[src/rtl/pu_feeder_if.sv]
// rtl/pu_feeder_if.sv - pixel stream handshake bundle feeding pu_feeder
// Purpose : valid/ready pixel stream from the AXI read path into the feeder.
// Signals : s_valid  word valid (source -> feeder)
//           s_data   pixel word (source -> feeder)
//           s_ready  feeder accepts word this cycle (feeder -> source)
// Modports: master = stream source, slave = feeder side.
interface pu_feeder_if #(
  parameter int data_width = 16
) ();
  logic                  s_valid;
  logic [data_width-1:0] s_data;
  logic                  s_ready;

  modport master (output s_valid, output s_data, input s_ready);
  modport slave  (input s_valid, input s_data, output s_ready);
endinterface

[src/rtl/pu_feeder.sv]
// rtl/pu_feeder.sv - round sequencer loading pixel words into the PU1 register file
// Purpose : accepts pixel words and writes them into the PU's 25-entry new-data
//           register file. Round 0 loads a full window, later rounds load one
//           new kernel column. Pulses start per round and done after the last.
// Ports   : clk, nrst (sync active-low), go, num_rounds[5:0]
//           s_in (pu_feeder_if.slave: s_valid, s_data, s_ready)
//           new1, adrs_in1, adrs_in2, wr_ctrl_g   register-file write port
//           start, round[5:0]                      per-round handshake to PU
//           busy, done                             job status
//           stall_cnt[15:0]                        only with PU_FEEDER_STALL_CNT_EN
// Config  : PU_FEEDER_STALL_CNT_EN adds a saturating count of LOAD cycles with
//           s_valid low, cleared by reset and on an accepted go.
module pu_feeder #(
  parameter int data_width  = 16,
  parameter int weight_size = 25,
  parameter int address_num = 5,
  parameter int reg_num     = 20,
  parameter int kw          = 5,
  parameter int pu_lat      = 4
) (
  input  logic                   clk,
  input  logic                   nrst,
  input  logic                   go,
  input  logic [5:0]             num_rounds,
  pu_feeder_if.slave             s_in,
  output logic [data_width-1:0]  new1,
  output logic [address_num-1:0] adrs_in1,
  output logic [address_num-1:0] adrs_in2,
  output logic                   wr_ctrl_g,
  output logic                   start,
  output logic [5:0]             round,
  output logic                   busy,
  output logic                   done
`ifdef PU_FEEDER_STALL_CNT_EN
  ,
  output logic [15:0]            stall_cnt
`endif
);

  typedef enum logic [1:0] {IDLE, LOAD, FIRE, WAIT} state_t;

  localparam logic [address_num-1:0] LAST_FULL = address_num'(weight_size - 1);
  localparam logic [address_num-1:0] LAST_COL  = address_num'(weight_size - reg_num - 1);
  localparam logic [address_num-1:0] K_LAST    = address_num'(kw - 1);
  localparam logic [address_num-1:0] KW_A      = address_num'(kw);
  localparam logic [7:0]             WAIT_LAST = 8'(pu_lat);

  state_t                 state_q, state_d;
  logic [5:0]             round_q, round_d;
  logic [5:0]             nr_q, nr_d;
  logic [address_num-1:0] idx_q, idx_d;    // words accepted in this round
  logic [address_num-1:0] k_q, k_d;        // word position inside the current column
  logic [address_num-1:0] base_q, base_d;  // first address of the current column
  logic [address_num-1:0] col_q, col_d;    // column replaced by rounds > 0
  logic [7:0]             wcnt_q, wcnt_d;
  logic                   wr_q, wr_d;
  logic [data_width-1:0]  new1_q, new1_d;
  logic [address_num-1:0] a1_q, a1_d;
  logic [address_num-1:0] a2_q, a2_d;
  logic                   start_q, start_d;
  logic                   done_q, done_d;
  logic [address_num-1:0] col_nxt;
  logic                   beat;

  assign s_in.s_ready = (state_q == LOAD);
  assign beat         = s_in.s_valid && (state_q == LOAD);

  always_comb begin
    state_d = state_q;
    round_d = round_q;
    nr_d    = nr_q;
    idx_d   = idx_q;
    k_d     = k_q;
    base_d  = base_q;
    col_d   = col_q;
    wcnt_d  = wcnt_q;
    wr_d    = 1'b0;
    new1_d  = new1_q;
    a1_d    = a1_q;
    a2_d    = a2_q;
    start_d = 1'b0;
    done_d  = 1'b0;
    col_nxt = '0;
    case (state_q)
      IDLE: begin
        if (go) begin
          state_d = LOAD;
          nr_d    = (num_rounds == 6'd0) ? 6'd1 : num_rounds;
          round_d = '0;
          idx_d   = '0;
          k_d     = '0;
          base_d  = '0;
          col_d   = '0;
        end
      end
      LOAD: begin
        if (beat) begin
          wr_d   = 1'b1;
          new1_d = s_in.s_data;
          a1_d   = base_q + k_q;
          a2_d   = base_q;
          idx_d  = idx_q + 1'b1;
          // Round 0 walks every column; later rounds stay on one column.
          if (k_q == K_LAST) begin
            k_d = '0;
            if (round_q == 6'd0) begin
              base_d = base_q + KW_A;
            end
          end else begin
            k_d = k_q + 1'b1;
          end
          if (idx_q == ((round_q == 6'd0) ? LAST_FULL : LAST_COL)) begin
            state_d = FIRE;
            idx_d   = '0;
          end
        end
      end
      FIRE: begin
        // Registered, so start lands one cycle after the last write strobe.
        start_d = 1'b1;
        wcnt_d  = '0;
        state_d = WAIT;
      end
      WAIT: begin
        // The start cycle is wcnt 0; pu_lat further cycles follow it.
        if (wcnt_q == WAIT_LAST) begin
          if (round_q < (nr_q - 6'd1)) begin
            col_nxt = (round_q == 6'd0) ? '0 :
                      ((col_q == K_LAST) ? '0 : col_q + 1'b1);
            col_d   = col_nxt;
            base_d  = address_num'(col_nxt * kw);
            k_d     = '0;
            round_d = round_q + 6'd1;
            state_d = LOAD;
          end else begin
            round_d = '0;
            done_d  = 1'b1;
            state_d = IDLE;
          end
        end else begin
          wcnt_d = wcnt_q + 8'd1;
        end
      end
      default: state_d = IDLE;
    endcase
  end

  always_ff @(posedge clk) begin
    if (!nrst) begin
      state_q <= IDLE;
      round_q <= '0;
      nr_q    <= '0;
      idx_q   <= '0;
      k_q     <= '0;
      base_q  <= '0;
      col_q   <= '0;
      wcnt_q  <= '0;
      wr_q    <= 1'b0;
      new1_q  <= '0;
      a1_q    <= '0;
      a2_q    <= '0;
      start_q <= 1'b0;
      done_q  <= 1'b0;
    end else begin
      state_q <= state_d;
      round_q <= round_d;
      nr_q    <= nr_d;
      idx_q   <= idx_d;
      k_q     <= k_d;
      base_q  <= base_d;
      col_q   <= col_d;
      wcnt_q  <= wcnt_d;
      wr_q    <= wr_d;
      new1_q  <= new1_d;
      a1_q    <= a1_d;
      a2_q    <= a2_d;
      start_q <= start_d;
      done_q  <= done_d;
    end
  end

`ifdef PU_FEEDER_STALL_CNT_EN
  logic [15:0] stall_q, stall_d;

  always_comb begin
    stall_d = stall_q;
    if (state_q == IDLE && go) begin
      stall_d = '0;
    end else if (state_q == LOAD && !s_in.s_valid && stall_q != 16'hFFFF) begin
      stall_d = stall_q + 16'd1;
    end
  end

  always_ff @(posedge clk) begin
    if (!nrst) begin
      stall_q <= '0;
    end else begin
      stall_q <= stall_d;
    end
  end

  assign stall_cnt = stall_q;
`endif

  assign new1      = new1_q;
  assign adrs_in1  = a1_q;
  assign adrs_in2  = a2_q;
  assign wr_ctrl_g = wr_q;
  assign start     = start_q;
  assign round     = round_q;
  assign busy      = (state_q != IDLE);
  assign done      = done_q;

endmodule
[src/flat_wrapper.sv]
// flat-port wrapper written by rule: the top's interface ports become plain ports
module pu_feeder_flat 
#(
  parameter int data_width  = 16,
  parameter int weight_size = 25,
  parameter int address_num = 5,
  parameter int reg_num     = 20,
  parameter int kw          = 5,
  parameter int pu_lat      = 4
)
  (clk, nrst, go, num_rounds, new1, adrs_in1, adrs_in2, wr_ctrl_g, start, round, busy, done, s_in_s_valid, s_in_s_data, s_in_s_ready);
  pu_feeder_if #(.data_width(data_width)) s_in_i ();
  input  logic clk;
  input  logic nrst;
  input  logic go;
  input  logic [5:0] num_rounds;
  output logic [data_width-1:0] new1;
  output logic [address_num-1:0] adrs_in1;
  output logic [address_num-1:0] adrs_in2;
  output logic wr_ctrl_g;
  output logic start;
  output logic [5:0] round;
  output logic busy;
  output logic done;
  input wire logic [$bits(s_in_i.s_valid)-1:0] s_in_s_valid;
  input wire logic [$bits(s_in_i.s_data)-1:0] s_in_s_data;
  output wire logic [$bits(s_in_i.s_ready)-1:0] s_in_s_ready;
  assign s_in_i.s_valid = s_in_s_valid;
  assign s_in_i.s_data = s_in_s_data;
  assign s_in_s_ready = s_in_i.s_ready;
  pu_feeder #(.data_width(data_width), .weight_size(weight_size), .address_num(address_num), .reg_num(reg_num), .kw(kw), .pu_lat(pu_lat)) u_core (.clk(clk), .nrst(nrst), .go(go), .num_rounds(num_rounds), .s_in(s_in_i), .new1(new1), .adrs_in1(adrs_in1), .adrs_in2(adrs_in2), .wr_ctrl_g(wr_ctrl_g), .start(start), .round(round), .busy(busy), .done(done));
endmodule
[config.mk]
export PLATFORM = sky130hd
export DESIGN_NAME = pu_feeder_flat
export DESIGN_NICKNAME = d
export VERILOG_FILES = /design/src/rtl/pu_feeder_if.sv /design/src/rtl/pu_feeder.sv /design/src/flat_wrapper.sv
export SDC_FILE = /design/constraint.sdc
export NUM_CORES = 1
export LEC_CHECK = 0
export CAP_MARGIN = 5
export CORE_MARGIN = 1
export CORE_UTILIZATION = 45
export DETAILED_ROUTE_END_ITERATION = 12
export PLACE_DENSITY_LB_ADDON = 0.25
export SLEW_MARGIN = 40
export SYNTH_ARGS = -nofsm -noshare
export SYNTH_HDL_FRONTEND = slang
export SYNTH_SLANG_ARGS = --single-unit
[constraint.sdc]
create_clock -name clk -period 3.15 [get_ports clk]
set_input_delay 0.63 -clock clk [delete_from_list [all_inputs] [get_ports clk]]
set_output_delay 0.63 -clock clk [all_outputs]
set_load 0.005 [all_outputs]
* Yosys cells after proc, flatten, opt, wreduce, memory -nomap -nowiden
Index checks and enable logic that the tools add are counted.
Word-level totals: register bits after elaboration 71, input port bits 26, output and inout bits 37, logic and storage cells 96
Cells by class: add/subtract/negate cells 8, $mul 1, order comparisons 1, eq/ne operators 15, multiplexer cells 37, reduce and logical (&&, ||, !) cells 20
Operators by type and width (count):
- 5-bit 2-to-1 mux | 17
- 5-bit one-hot mux with 3 select lines | 2
- 6-bit 2-to-1 mux | 4
- 5-bit one-hot mux with 2 select lines | 2
- 8-bit one-hot mux with 2 select lines | 1
- 5-bit by 1-bit adder with 5-bit output (second input constant) | 3
- 6-bit logical NOT | 2
- 2-bit by 1-bit != test with 1-bit output (second input constant) | 6
- 6-bit one-hot mux with 2 select lines | 1
- 5-bit by 3-bit == test with 1-bit output (second input constant) | 2
- 3-bit AND reduction | 3
- 8-bit by 1-bit adder with 8-bit output (second input constant) | 1
- 8-bit by 3-bit == test with 1-bit output (second input constant) | 1
- 2-bit 2-to-1 mux | 4
- 8-bit 2-to-1 mux | 1
- 2-bit one-hot mux with 4 select lines | 1
- 2-bit AND reduction | 4
- 4-bit AND reduction | 2
- 2-bit nonzero test | 4
- 7-bit AND reduction | 1
- 6-bit by 1-bit adder with 6-bit output (second input constant) | 1
- 6-bit < comparator | 1
- 6-bit by 1-bit subtractor with 6-bit output (second input constant) | 1
- 5-bit by 3-bit adder with 5-bit output (second input constant) | 1
- 11 further kinds | 16

* Logic depth before layout (Yosys ltp)
Gate-level depths: netlist of the first run.
word-level depth 7, depth in mapped cells 12, mapped depth without buffers 11

* Worst setup path after synthesis of the first run
No wires, ideal clock.
path type register to register, start register u_core.round_q[0], in the netlist u_core.round[0], end register u_core.base_q[4], setup time 0.079 ns, arrival 2.475 ns, required time 3.071 ns, setup slack 0.596 ns, stages on the path, launching flop included 13, path buffers 1, clock period less this slack 2.554 ns, path through dfxtp_1 -> inv_1 -> ha_1 -> or4b_1 -> buf_2 -> o21bai_1 -> nor2_1 -> ha_1 -> ha_1 -> xnor2_1 -> nor3_1 -> nand3b_1 -> o211ai_1
Between the ends: longest elaborated chain between the ends 6, elaborated cells on any way between the ends 10, those cells by class mul (1); order compare (1); eq/ne (2); mux (4); reduce/logical (2)
Ends and longest elaborated chain:
- start: declaration | RTL line pu_feeder.sv:49 | logic [5:0] round_q, round_d;
- start signal: assignment | RTL line pu_feeder.sv:166 | round_q <= round_d;
- 6-bit logical NOT | RTL line pu_feeder.sv:106, pu_feeder.sv:128
- 5-bit 2-to-1 mux | RTL line pu_feeder.sv:128 | col_nxt = (round_q == 6'd0) ? '0 :
- 5-bit by 3-bit multiplier with 5-bit output | RTL line pu_feeder.sv:131 | base_d = address_num'(col_nxt * kw);
- 5-bit 2-to-1 mux | RTL line pu_feeder.sv:127 | if (round_q < (nr_q - 6'd1)) begin
- 5-bit 2-to-1 mux | RTL line pu_feeder.sv:126 | if (wcnt_q == WAIT_LAST) begin
- 5-bit one-hot mux with 3 select lines | RTL line pu_feeder.sv:84 | case (state_q)
- end signal: assignment | RTL line pu_feeder.sv:170 | base_q <= base_d;
- end: declaration | RTL line pu_feeder.sv:53 | logic [address_num-1:0] base_q, base_d;
Parallel ways exist; a longest one is shown, timed or not. The select of a mux whose other input is x is not followed. A chain may end at the register's enable or synchronous reset.

* Worst setup path in the final report of the first run
Same ends and word-level chain as after synthesis.

==> results.cfg, run 1 <==
[run_status]
outcome = completed

[final_layout]
synthToLayoutAreaGrowth_pct = 26.06
fill_cells = 682
layout_commonest_cell = nand2_1
drive_gt1_share_pct = 6.084
layout_common_cells = 75 x nand2_1, 71 x dfxtp_1, 62 x clkdlybuf4s50_1
fin_nets = 577
antenna_cells = 0
fin_cells = 628

[synth]
ys_seq_area_share_pct = 37.77
synth_top_area_cell = dfxtp_1
syn_area_mm2 = 0.003764
syn_inst = 463
synth_edf_count = 0
synth_top_flop_cell = dfxtp_1
async_flop_share_pct = 0
syn_nets = 519
syn_avg_cell_area_um2 = 8.129
synth_area_leaders = dfxtp_1 38%, ha_1 9.6%, nand2_1 7.5%
synth_top_cell_area_share_pct = 37.77
ys_ff_latch = 71
ys_types = 52
synth_warnings = 0

[global_routing]
overflow = 0
grt_max_degree = 33
antenna_found_initial = 0
grt_pass1_wl_um = 15330
first_global_vias = 3319
track_usage_pct = 22.03

[sta]
setup_viol = 0
setup_slack_ps = 487.5
rsz0062_at_grt = no
hold_viol = 0
relSlewSlack_pct = 49.67
slew_viol_final = 0
tns_ps = 0
finalCritPeriodShare_pct = 84.52
clock.fmax_mhz = 375.6
min_period_ps = 2662
tightestPinTransition_ps = 751.4
fin_skew_ps = 6.333

[clock_tree]
cts_made_buffers = 9
cts_hold_buf = 0
cts.sinks = 71
cts_tree = done
cts_resized = 0
clk_pin_slew_ps = 80
cts_max_level = 3
worst_skew_pair.late_latency_ps = 350
cts-root-buf = clkbuf_8
cts_buffer_depth = 2
postCtsSetupRepairBufs = 0

[floorplanning]
io_pins = 63
dieArea_mm2 = 0.008733
fp.dieW_um = 93.45
fp.dieH_um = 93.45
design.core.area_mm2 = 0.007888
start_util_pct = 47.72
rows = 32

[placement]
hpwl_um = 6351
portBuffers = 62
place_inst = 612
place_congestion = 0.8329
dpl_worst_slack_ps = 523.0

[worst_setup_path]
cp_slowest_cell = or4b_1
critPathLaunchType = flip-flop
crit_top_cell = ha_1
endpoint_kind = flip-flop
crit_fanout = 5
path_cells = inv_1, ha_1, or4b_1, o21bai_1, nor2_1, ha_1, ha_1, xnor2_1, nor3_1, nand3b_1, o211ai_1
worstSetupStartpoint = u_core.round[0]
timing.rr.start = u_core.round[0]
critPathMaxStageDelay_ps = 460
worstPathArrival_ps = 2940
critical_path_class = reg -> reg
required_ps = 3430

[routing]
drc = 0
wl_um = 8864
via_per_inst = 5.441
initialDrtViolationCount = 212
routedWlPerCell_um = 14.11
antenna_left = 0
vias = 3417
drt-pass1-iter-count = 5

[power]
p_total_mw = 3.146
p_leak_nw = 1.816
comb_power_share_pct = 35.9
p_seq_share_pct = 34.9
netSwitchingFraction_pct = 34.01
power_density_mw_per_mm2 = 663.1
clockPowerShare_pct = 29.2
switchingPower_mw = 1.070
power_report.internal_total_mw = 2.076
peakVddDrop_v = 0.0003892

[worst_hold_path]
min-delay-start = u_core.adrs_in2[0]
hp-class = reg -> reg

[job]
cap_violations = 0
-- logic make-up (layout without fill, tap and decap cells) --
family / after synthesis / count (layout) / synth area share, %
AOI/OAI and AO/OA: 107 / 107 / 17.49
xor gates and xnor gates: 25 / 25 / 5.818
adders and majority gates: 30 / 30 / 10.17
buffers and inverters: 46 / 109 / 4.688
DFF: 71 / 71 / 37.77
muxes: 2 / 2 / 0.5319
and+or+nand+nor: 182 / 182 / 23.54
-- worst paths after layout --
| path | to | slack (ps) | cells after the start |
|---|---|---|---|
| worst max-delay path | u_core.base_q[4] | 490 | 11 |
| worst min-delay path | u_core.adrs_in2[0] | 460 | 2 |
| worst max register to register | u_core.base_q[4] | 490 | 11 |
| worst min register to register | u_core.adrs_in2[0] | 460 | 2 |
-- cell type report --
cell class	instances	area, µm²	share of cell area [%]
clock buffers	11	151.4	3.191
multi-input cells	346	2166	45.65
inverters	21	78.83	1.661
flip-flops and latches	71	1421	29.96
well taps	102	127.6	2.690
repair buffers	72	695.7	14.66
clock inverters	5	103.9	2.189
-- per-stage QoR --
stage	instance area (µm²)	hold slack (ps)	utilization (%)
2_1_floorplan	3764	445.4	-
3_3_place_gp	4489	441.0	56.92
3_5_place_dp	4489	449.2	56.92
4_1_cts	4745	461.0	60.15
5_1_grt	4745	476.6	60.15
6_report	4745	455.8	60.15
-- per-layer routing --
metal	vias up	track usage, %	wire, µm
met4	0	8.333	94
met2	103	36.09	4218
met3	10	5.528	504
met5	-	0	0
met1	1585	27.79	4047
li1	1719	-	-
-- flip-flops by register name (all words and copies together) (netlist names), 5 cells and up --
name	flops
u_core.new1	16
u_core.wcnt_q	8
u_core.nr_q	6
u_core.round	6
u_core.adrs_in1	5
u_core.adrs_in2	5
u_core.base_q	5
u_core.col_q	5
u_core.idx_q	5
u_core.k_q	5
-- worst max-delay path: cells and delay by family, from the launching register on --
| kind | cells | cell delay, ps |
|---|---|---|
| xor gates and xnor gates | 1 | 160 |
| buffers and inverters | 1 | 110 |
| and+or+nand+nor | 4 | 800 |
| DFF | 1 | 360 |
| adders and majority gates | 3 | 680 |
| AOI/OAI and AO/OA | 2 | 490 |
-- power by group through the flow --
stage / combinational [mW] / sequential [mW] / clock, mW
final: 1.13 / 1.10 / 0.920
after global routing: 1.26 / 1.11 / 0.976
after CTS: 1.13 / 1.10 / 0.941
after detailed placement: 1.12 / 1.12 / 0
after global placement: 1.09 / 1.11 / 0
after floorplan: 0.745 / 1.10 / 0
-- cells in the mapped netlist, drive strengths merged, types with 3 or more instances --
library cell	number
clkbuf	21
a21oi	54
or3	3
xor2	14
nor3	15
and3	3
nor3b	3
xnor2	11
buf	4
nand2	75
o211ai	3
nor2b	5
nand3	22
a22oi	3
nor2	33
ha	29
a21o	4
and2	5
o21ai	15
nand4	7
dfxtp	71
a211oi	10
inv	21
o31ai	3
Power figures use the tool's default switching activity.
==> run 2, diff against run 1 <==
Clock period 3.15 ns to 2.15 ns, I/O delays scaled along.
==> run 2 against run 1 <==
Compared with the run above: worst setup slack worse by 690 ps; wire length up 5.9%; the flow now finishes with violations (negative setup slack); utilization up 8.4 points; non-clock buffer count up 47; clock skew up 5.5 ps; clock-buffer cell count down 1; design area up 14%; total power up 61%; via count up 5.8%; register-to-register slack worse by 690 ps; largest cell class unchanged; sequential power up 47%.
==> results.cfg, run 2 (synthesis results as in run 1) <==
[power]
p_total_mw = 5.074
clockPowerShare_pct = 23.4
p_seq_share_pct = 31.9
peakVddDrop_v = 0.0004754
netSwitchingFraction_pct = 36.11
p_leak_nw = 2.058
power_report.internal_total_mw = 3.242
comb_power_share_pct = 44.7
switchingPower_mw = 1.832
power_density_mw_per_mm2 = 937.9

[sta]
fin_skew_ps = 11.84
tightestPinTransition_ps = 383.5
tns_ps = -2940
min_period_ps = 2354
setup_slack_ps = -204.0
slew_viol_final = 0
clock.fmax_mhz = 424.8
relSlewSlack_pct = 74.08
rsz0062_at_grt = yes
finalCritPeriodShare_pct = 109.5
hold_viol = 0
setup_viol = 23

[worst_setup_path]
critPathLaunchType = flip-flop
cp_num_buf_inv = 1
cp_slowest_cell = or3_4
critical_path_class = reg -> reg
endpoint_kind = flip-flop
path_cells = or3_4, nor3_4, xnor2_2, ha_4, nand3_4, a21oi_4, o21ai_2, buf_6, and2_4, a211oi_2
required_ps = 2420
crit_fanout = 6
worstPathArrival_ps = 2620
crit_family = simple AND/OR/NAND/NOR gates
critPathMaxStageDelay_ps = 400

[routing]
drt-pass1-iter-count = 4
wl_um = 9390
drc = 0
via_per_inst = 5.354
initialDrtViolationCount = 116
routedWlPerCell_um = 13.91
vias = 3614
antenna_left = 0

[global_routing]
antenna_found_initial = 0
overflow = 0
first_global_vias = 3514
track_usage_pct = 22.97
grt_max_degree = 60
grt_pass1_wl_um = 15970

[run_status]
outcome = complete, but fails checks
violations = negative setup slack

[placement]
dpl_worst_slack_ps = -349.5
hpwl_um = 6520
place_congestion = 0.8445
portBuffers = 62

[floorplanning]
dieArea_mm2 = 0.008733
rows = 32
io_pins = 63
fp.dieW_um = 93.45
start_util_pct = 47.72
design.core.area_mm2 = 0.007888
fp.dieH_um = 93.45

[final_layout]
largest_reg_flops = 16
fill_cells = 624
synthToLayoutAreaGrowth_pct = 43.75
fin_nets = 624
antenna_cells = 0
layout_common_cells = 74 x nand2_1, 65 x dfxtp_1, 62 x clkdlybuf4s50_1
layout_commonest_cell = nand2_1
drive_gt1_share_pct = 23.56

[worst_hold_path]
hp-class = reg -> reg

[clock_tree]
worst_skew_pair.late_latency_ps = 350
clk_pin_slew_ps = 80
cts_max_level = 3
cts_made_buffers = 9
cts_buffer_depth = 2
cts_tree = done
cts.sinks = 71
cts-root-buf = clkbuf_8

[job]
cap_violations = 0
-- run 2: cell types whose count changed in the layout (fill, tap and decap cells not counted), sizes merged --
cell      previous run  this run
clkinv               3         2
inv                 20        21
clkbuf              11        10
buf                 10        57
bufinv               3         2
clkinvlp             0         2
-- run 2: cell type report --
type                            instances  area [µm²]  area share (%)
Timing Repair Buffer                  119        1096           20.26
Multi-Input combinational cell        346        2456           45.40
Sequential cell                        71        1431           26.46
Tap cell                              102       127.6           2.359
Clock buffer                           10       127.6           2.359
Clock inverter                          6       92.59           1.711
Inverter                               21       78.83           1.457
-- run 2: worst register-to-register path: cells and delay by family (launching register included) --
kind | cells | cell delay [ps]
fa+ha+maj | 1 | 310
compound gates | 3 | 540
buf+inv | 1 | 150
simple gates | 4 | 820
flops | 1 | 330
xor+xnor | 1 | 120
-- run 2: routing by layer --
layer,GRT usage [%],routed length (µm),up-vias
li1,-,-,1818
met1,29.39,4282,1707
met2,38.11,4557,76
met3,3.984,424,13
met4,9.487,125,0
met5,0,0,-
-- run 2: timing repair --
action / in CTS / in global routing
cloned: 1 / 0
hold buffers: 0 / 0
gates resized for setup: 35 / 40
pin swaps: 17 / 25
setup endpoints to repair: 29 / 29
setup buffers: 3 / 4
-- run 2: worst paths after layout --
| path | depth (start not counted) | to | start | slack, ps |
|---|---|---|---|---|
| setup / recovery | 10 | u_core.base_q[1] | u_core.nr_q[1] | -200 |
| hold / removal | 2 | u_core.new1[4] | u_core.new1[4] | 460 |
| setup reg to reg | 10 | u_core.base_q[1] | u_core.nr_q[1] | -200 |
| hold reg to reg | 2 | u_core.new1[4] | u_core.new1[4] | 460 |
-- run 2: per-stage QoR --
step | utilization, % | cells | instance area [µm²] | hold WS, ps
3_5_place_dp | 61.28 | 651 | 4833 | 446.6
2_1_floorplan | - | 463 | 3811 | 445.4
6_report | 68.59 | 675 | 5410 | 455.1
3_3_place_gp | 61.28 | 651 | 4833 | 441.6
4_1_cts | 65.74 | 671 | 5185 | 458.5
5_1_grt | 68.59 | 675 | 5410 | 479.3
-- run 2: power groups by stage --
stage	Combinational [mW]	Clock [mW]	Sequential, mW
2_1_floorplan	1.10	0	1.62
3_3_place_gp	1.81	0	1.63
3_5_place_dp	1.85	0	1.63
4_1_cts	2.02	1.20	1.61
5_1_grt	2.49	1.26	1.64
6_report	2.27	1.19	1.62
